File: src/rtl/divide.sv
// Iterative radix-2 restoring divider: {dividend, divisor} in, {quotient, remainder} out after N+1 cycles.
// Define DIVIDE_SIGNED_EN for two's-complement operands; the default build is unsigned.
module divide #(
  parameter int WIDTH  = 32,
  parameter int MWIDTH = 1
) (
  input  logic              clk,
  input  logic              rst_n,
  input  logic [WIDTH-1:0]  in_data,
  input  logic              in_nd,
  input  logic [MWIDTH-1:0] in_m,
  output logic [WIDTH-1:0]  out_data,
  output logic              out_nd,
  output logic [MWIDTH-1:0] out_m,
  output logic              busy,
  output logic              error
);

  localparam int N  = WIDTH / 2;
  localparam int CW = (N > 1) ? $clog2(N) : 1;

  typedef enum logic [1:0] {IDLE, DIVIDE, FIX} state_t;

  state_t            state, state_nxt;
  logic [CW-1:0]     cnt;
  logic [N-1:0]      dvd_sh;
  logic [N-1:0]      dvs_mag;
  logic [N-1:0]      quo;
  logic [N-1:0]      rem;
  logic              div_zero;
  logic [MWIDTH-1:0] tag;

  logic [N-1:0]      a_in, b_in, a_mag, b_mag;
  logic [N:0]        r_sh;
  logic [N-1:0]      r_diff;
  logic              r_ge;
  logic [N-1:0]      q_fix, r_fix;

  assign a_in = in_data[WIDTH-1:N];
  assign b_in = in_data[N-1:0];

`ifdef DIVIDE_SIGNED_EN
  localparam logic [N-1:0] MAX_POS = {1'b0, {(N-1){1'b1}}};
  localparam logic [N-1:0] MIN_NEG = {1'b1, {(N-1){1'b0}}};

  logic signed [N-1:0] a_s, b_s;
  logic                q_neg, r_neg, ovf, ovf_in;

  function automatic logic [N-1:0] negate(input logic [N-1:0] v);
    return (~v) + N'(1);
  endfunction

  function automatic logic [N-1:0] magnitude(input logic signed [N-1:0] v);
    return v[N-1] ? negate(v) : v;
  endfunction

  assign a_s    = a_in;
  assign b_s    = b_in;
  assign a_mag  = magnitude(a_s);
  assign b_mag  = magnitude(b_s);
  assign ovf_in = (a_in == MIN_NEG) && (b_in == {N{1'b1}});

  // Sign restoration and saturation of the unsigned core result
  always_comb begin
    q_fix = q_neg ? negate(quo) : quo;
    r_fix = r_neg ? negate(rem) : rem;
    if (ovf) begin
      q_fix = MAX_POS;
      r_fix = '0;
    end else if (div_zero) begin
      q_fix = r_neg ? MIN_NEG : MAX_POS;
    end
  end
`else
  assign a_mag = a_in;
  assign b_mag = b_in;
  assign q_fix = quo;
  assign r_fix = rem;
`endif

  // Restoring step: the partial remainder never exceeds N bits after the subtract
  assign r_sh   = {rem, dvd_sh[N-1]};
  assign r_ge   = r_sh >= {1'b0, dvs_mag};
  assign r_diff = r_sh[N-1:0] - dvs_mag;

  assign busy = (state != IDLE);

  always_ff @(posedge clk or negedge rst_n) begin
    if (!rst_n) state <= IDLE;
    else        state <= state_nxt;
  end

  always_comb begin
    state_nxt = state;
    case (state)
      IDLE:    if (in_nd) state_nxt = DIVIDE;
      DIVIDE:  if (cnt == '0) state_nxt = FIX;
      FIX:     state_nxt = IDLE;
      default: state_nxt = IDLE;
    endcase
  end

  always_ff @(posedge clk or negedge rst_n) begin
    if (!rst_n) begin
      cnt      <= '0;
      dvd_sh   <= '0;
      dvs_mag  <= '0;
      quo      <= '0;
      rem      <= '0;
      div_zero <= 1'b0;
      tag      <= '0;
      out_data <= '0;
      out_m    <= '0;
      out_nd   <= 1'b0;
      error    <= 1'b0;
`ifdef DIVIDE_SIGNED_EN
      q_neg    <= 1'b0;
      r_neg    <= 1'b0;
      ovf      <= 1'b0;
`endif
    end else begin
      out_nd <= (state == FIX);
      case (state)
        IDLE: begin
          if (in_nd) begin
            tag      <= in_m;
            dvd_sh   <= a_mag;
            dvs_mag  <= b_mag;
            div_zero <= (b_in == '0);
            quo      <= '0;
            rem      <= '0;
            cnt      <= CW'(N - 1);
`ifdef DIVIDE_SIGNED_EN
            q_neg    <= a_in[N-1] ^ b_in[N-1];
            r_neg    <= a_in[N-1];
            ovf      <= ovf_in;
`endif
          end
        end
        DIVIDE: begin
          dvd_sh <= {dvd_sh[N-2:0], 1'b0};
          rem    <= r_ge ? r_diff : r_sh[N-1:0];
          quo    <= {quo[N-2:0], r_ge};
          cnt    <= cnt - CW'(1);
        end
        FIX: begin
          out_data <= {q_fix, r_fix};
          out_m    <= tag;
        end
        default: ;
      endcase

      // A strobe while busy is dropped; faults are flagged when the result is produced
      if (busy && in_nd)
        error <= 1'b1;
`ifdef DIVIDE_SIGNED_EN
      if ((state == FIX) && (div_zero || ovf))
        error <= 1'b1;
`else
      if ((state == FIX) && div_zero)
        error <= 1'b1;
`endif
    end
  end

endmodule

File: config.mk
export PLATFORM = sky130hd
export DESIGN_NAME = divide
export DESIGN_NICKNAME = d
export VERILOG_FILES = /design/src/rtl/divide.sv
export SDC_FILE = /design/constraint.sdc
export NUM_CORES = 1
export LEC_CHECK = 0
export ABC_AREA = 0
export CORE_AREA = 5 5 142 103
export CTS_CLUSTER_DIAMETER = 60
export CTS_CLUSTER_SIZE = 16
export DETAILED_ROUTE_END_ITERATION = 6
export DIE_AREA = 0 0 147 108
export SYNTH_ARGS = -nofsm -noshare
export SYNTH_HDL_FRONTEND = slang
export SYNTH_SLANG_ARGS = --single-unit
File: constraint.sdc
create_clock -name clk -period 3.1 [get_ports clk]
set_clock_uncertainty 0.05 [all_clocks]
set_input_delay 0.31 -clock clk [delete_from_list [all_inputs] [get_ports clk]]
set_output_delay 0.31 -clock clk [all_outputs]
set_load 0.03 [all_outputs]
# Word level (Yosys, flattened, before mapping)

Index checks and enable logic that the tools add are counted.

Register bits: 107
Bits in latches: 0
Memory bits (writable): 0
ROM bits: 0
Input bits: 36
Output and inout port bits: 36
Logic and storage cells: 43
Memories: 0

Add/subtract/negate cells: 2
$mul: 0
Div/mod/pow operators: 0
Order comparisons: 1
Equal/unequal tests: 4
Shift operators: 0
Multiplexer cells: 13
Bitwise operators: 0
Reduce and logical (&&, ||, !) cells: 11

Operators with widths:

| kind                | count |
|---|---|
| $pmux 16 s2         | 3 |
| $mux 16             | 3 |
| $ge 17x16->1        | 1 |
| $logic_not 16->1    | 1 |
| $sub 16x16->16      | 1 |
| $pmux 4 s2          | 1 |
| $reduce_and 2->1    | 3 |
| $reduce_bool 2->1   | 3 |
| $logic_not 4->1     | 1 |
| $mux 2              | 2 |
| $mux 4              | 1 |
| $ne 2x2->1 const B  | 2 |
| $pmux 2 s2          | 1 |
| $sub 4x1->4 const B | 1 |
| $eq 2x1->1 const B  | 1 |
| $eq 2x2->1 const B  | 1 |
| $logic_and 1x1->1   | 2 |
| $logic_not 2->1     | 1 |
| $mux 1              | 2 |

# Longest topological paths before layout

Depth after elaboration: 4
Gate-level depth with buffers: 11
Gate-level depth less buffers: 9

# Worst setup path before layout

No wires, ideal clock.

Kind: reg-to-reg
Start point: reg dvd_sh[15]
End point: reg rem[12], in the netlist r_fix[12]
Setup time: 0.126 ns
Data arrival time: 2.063 ns
Data required time: 2.924 ns
Setup slack: 0.861 ns
Stages on the path, launching flop included: 10
Buffers on the path: 0
Clock period less this slack: 2.239 ns
Cells stage by stage: dfrtp_1 inv_1 ha_1 fa_1 nor2b_1 o2111ai_1 a21oi_1 mux2i_1 a211oi_1 a311o_1

Cells in the longest elaborated chain, start to end: 3
Elaborated cells on any way between the ends: 4
Those cells by class: add/sub (1); order compare (1); mux (2)

Ends and longest elaborated chain:

| what                                           | line   | text |
|---|---|---|
| start, declared                                | 26     | `logic [N-1:0] dvd_sh;` |
| start signal, assigned                         | 127    | `dvd_sh <= a_mag;` |
| start signal, assigned                         | 141    | `dvd_sh <= {dvd_sh[N-2:0], 1'b0};` |
| $sub 16x16->16 or $ge 17x16->1 (tied branches) | 84, 83 |  |
| $mux 16 (*)                                    | 142    | `rem <= r_ge ? r_diff : r_sh[N-1:0];` |
| $pmux 16 s2 (*)                                | 123    | `case (state)` |
| end signal, assigned                           | 142    |  |
| end, declared                                  | 29     | `logic [N-1:0] rem;` |

Every way passes the cells marked *; elsewhere a longest branch is shown, timed or not.
A chain may end at the register's enable or synchronous reset.

# Worst setup path in the final report

Ends and elaborated chain as after synthesis.

==> results by group <==
Clock tree
  • Worst-path clk slew: roughly 0.07 ns
  • TritonCTS clock tree: done
  • Total clock sinks: 107
  • Clk buf depth: 2
  • H-tree depth: 3
  • Clock Latency Late Sink: 0.34 ns
  • Root buf cell: clkbuf_16
  • Num CTS Buffers: 9
  • Post-CTS Resized: 0

Global routing
  • Antenna violations before repair: 0
  • Grt total ovfl: 0
  • Vias in the first global route: 4033
  • GRT Total Usage: 17.0%
  • Largest net degree at the start of global routing: 70
  • First-pass GRT wire length: between 20000 and 25000 um

Critical path
  • Crit-path max FO: 4
  • Crit path arrival time: around 3 ns
  • Worst Setup Start Kind: register
  • CP Data Required Time: 3.27 ns
  • Setup crit end kind: register
  • Crit Path Class: register to register

Min path
  • Hold WC Path Type: register to register

Placement
  • PortBufs: 71
  • Dpl hpwl: 9260 um
  • Routability cong.: between 0.8 and 0.9
  • Placed cell count: 738

Yosys
  • Main synth FF type: dfrtp_1
  • Post-synth EDFFs: 0
  • Mapped Area: just over 5000 um2
  • Syn Area/Cell: between 9 and 10 um2
  • Seq cells post-synth: 107
  • Synth Warn #: 0
  • Synthesized instance count: 520
  • Post-synthesis compound-gate area fraction: 13.7%
  • Cell taking the most area after synthesis: dfrtp_1
  • Main area contributors after synthesis: dfrtp_1 52%, nand2_1 7.1%, mux2_2 7.0%
  • Synth async-reset ratio: 100%
  • Yosys top cell area share: 51.9%
  • Xor and xnor area share after synthesis: 1.36%
  • Yosys cell types: 55
  • Seq/Total Area, Yosys: 51.9%
  • Main combinational cell family by area after synthesis: simple AND/OR/NAND/NOR gates
  • Post-Syn Nets: 574
  • Synth Area in Simple Gates: 16.5%
  • Adder-cell share of the synthesized area: 4.51%
  • Mux contribution to synthesized area: 7.57%

Floorplan
  • Core area: 13000 um2
  • Starting density of the core: 39.6%
  • Area of the die: 15900 um2
  • Chip width: 147 um
  • FP Rows: 35
  • # IOs: about 70
  • Die height: 108 um

Power
  • Switching share of power: about 45%
  • Clock power share: 13.8%
  • Power share of the combinational group: 55.7%
  • Reg power frac: between 30% and 40%
  • Worst IR drop on VDD: 0.000505 V
  • Static Leak: 2.80 nW
  • Pint: 4.35 mW
  • Pwr Density: between 1000 and 1500 nW/um2
  • Switching Power: 3.55 mW

Final layout
  • Final net count: 638
  • Commonest non-fill, non-tap cell in the layout: dfrtp_1
  • Multi-input gate area: 2260 um2
  • Cell Count, Final, Fillers Out: 755
  • Fraction of layout cells with a size suffix above 1: 10.5%
  • N_diodes: 0
  • Layout area overhead: 22.9%
  • Fill count: 1198
  • Most frequent cells in the layout: 107 x dfrtp_1, 98 x nand2_1, 70 x clkdlybuf4s50_1
  • Register area: 2680 um2

Status
  • Status: completed

Job
  • MaxCap Viol Count: 0

Route
  • DRC: 0
  • Vias per cell: 5.31
  • Routed Antenna Nets: 0
  • Starting DRC count in detailed routing: around 260
  • Via count: 4011
  • Drt total wl: 13200 um
  • Wire length per cell: 17.4 um
  • Iteration count of the initial detailed-routing pass: 4

STA
  • Final setup vio count: 0
  • Fin. max-slew vios: 0
  • Final worst-path cycle share: ~89%
  • Slew Limit Headroom: 20.6%
  • Fmax: 0.362 GHz
  • Min Tclk post-route: roughly 2.8 ns
  • RSZ-0062 raised after global routing: no
  • Slew of the pin with the lowest slew margin: 1.19 ns
  • Setup_tns: 0 ns
  • Hold Vio Cnt, Final: 0
-- synthesized netlist by cell type, drive strengths merged (4+ instances only) --
| library cell | number |
|---|---|
| a211oi | 5 |
| a21oi | 17 |
| a22oi | 15 |
| a31oi | 4 |
| buf | 5 |
| clkbuf | 23 |
| dfrtp | 107 |
| ha | 17 |
| inv | 28 |
| mux2 | 32 |
| nand2 | 99 |
| nand2b | 4 |
| nand3 | 44 |
| nor2 | 6 |
| nor2b | 4 |
| nor3 | 7 |
| nor4 | 6 |
| o21ai | 43 |
| xnor2 | 7 |
-- repair_timing --
| item | CTS | global route |
|---|---|---|
| buffers inserted | 0 | 0 |
| hold buffers | 1 | 0 |
| endpoints found under the hold margin | 41 | 0 |
-- routing by layer --
metal / up-vias / GRT usage, % / part of all wire [%]
met4: 0 / 2.93 / 0.24
met5: - / 0 / 0
met2: 98 / 22.9 / 39
met1: 1954 / 27.3 / 53
met3: 2 / 4.52 / 7.0
li1: 1957 / - / -
-- kinds of logic (layout without fill, tap and decap cells) --
group,after synthesis,after routing
compound gates,111,111
xor+xnor,8,8
fa+ha+maj,18,18
buf+inv,56,125
flops,107,107
mux,35,35
simple gates,185,185
-- layout make-up --
| class | instances | area share, % |
|---|---|---|
| inverters | 28 | 1.66 |
| repair buffers | 81 | 12.6 |
| clock inverters | 6 | 0.909 |
| clock buffers | 10 | 3.61 |
| flip-flops and latches | 107 | 42.3 |
| well taps | 166 | 3.28 |
| multi-input cells | 357 | 35.7 |
-- worst paths after layout --
check	cells after the start	end	slack, ns	startpoint
setup reg to reg	9	r_fix[12]	0.33	dvd_sh[15]
hold reg to reg	2	dvd_sh[10]	0.43	dvd_sh[10]
hold / removal	2	dvd_sh[10]	0.43	dvd_sh[10]
min in group asynchronous	2	out_nd	0.45	rst_n
max in group asynchronous	3	out_data[23]	1.79	rst_n
setup / recovery	9	r_fix[12]	0.33	dvd_sh[15]
-- power by group through the flow --
stage | Clock (mW) | Combinational, mW | Sequential (mW)
finish | 1.09 | 4.40 | 2.41
floorplan | 0 | 2.93 | 2.62
global route | 1.19 | 4.89 | 2.49
CTS | 1.13 | 4.41 | 2.41
detailed placement | 0 | 4.37 | 2.43
global placement | 0 | 4.33 | 2.41
-- flip-flops by register name, indices dropped and copies added, names as in the netlist --
register  count
out_data     32
dvd_sh       16
dvs_mag      16
q_fix        16
r_fix        16
cnt           4
state         2
div_zero      1
error         1
out_m         1
out_nd        1
tag           1
-- per-stage QoR --
stage / setup WS, ns / cell area [um2] / power, mW / util, % / hold WS, ns
2_1_floorplan: 0.861 / 5160 / 5.55 / - / -0.0356
3_3_place_gp: 0.444 / 6040 / 6.74 / 46.4 / 0.296
3_5_place_dp: 0.425 / 6040 / 6.80 / 46.4 / 0.295
4_1_cts: 0.379 / 6330 / 7.95 / 48.7 / 0.431
5_1_grt: 0.210 / 6330 / 8.56 / 48.7 / 0.447
6_report: 0.334 / 6330 / 7.91 / 48.7 / 0.428
-- worst max-delay path: stages, from the launching register on --
cell and delay [ns]:
dfrtp_1 0.39, inv_1 0.07, ha_1 0.23, fa_1 0.41, nor2b_1 0.20, o2111ai_1 0.27
a21oi_1 0.41, mux2i_1 0.23, a211oi_1 0.09, a311o_1 0.30
(Power assumes the default switching activity.)
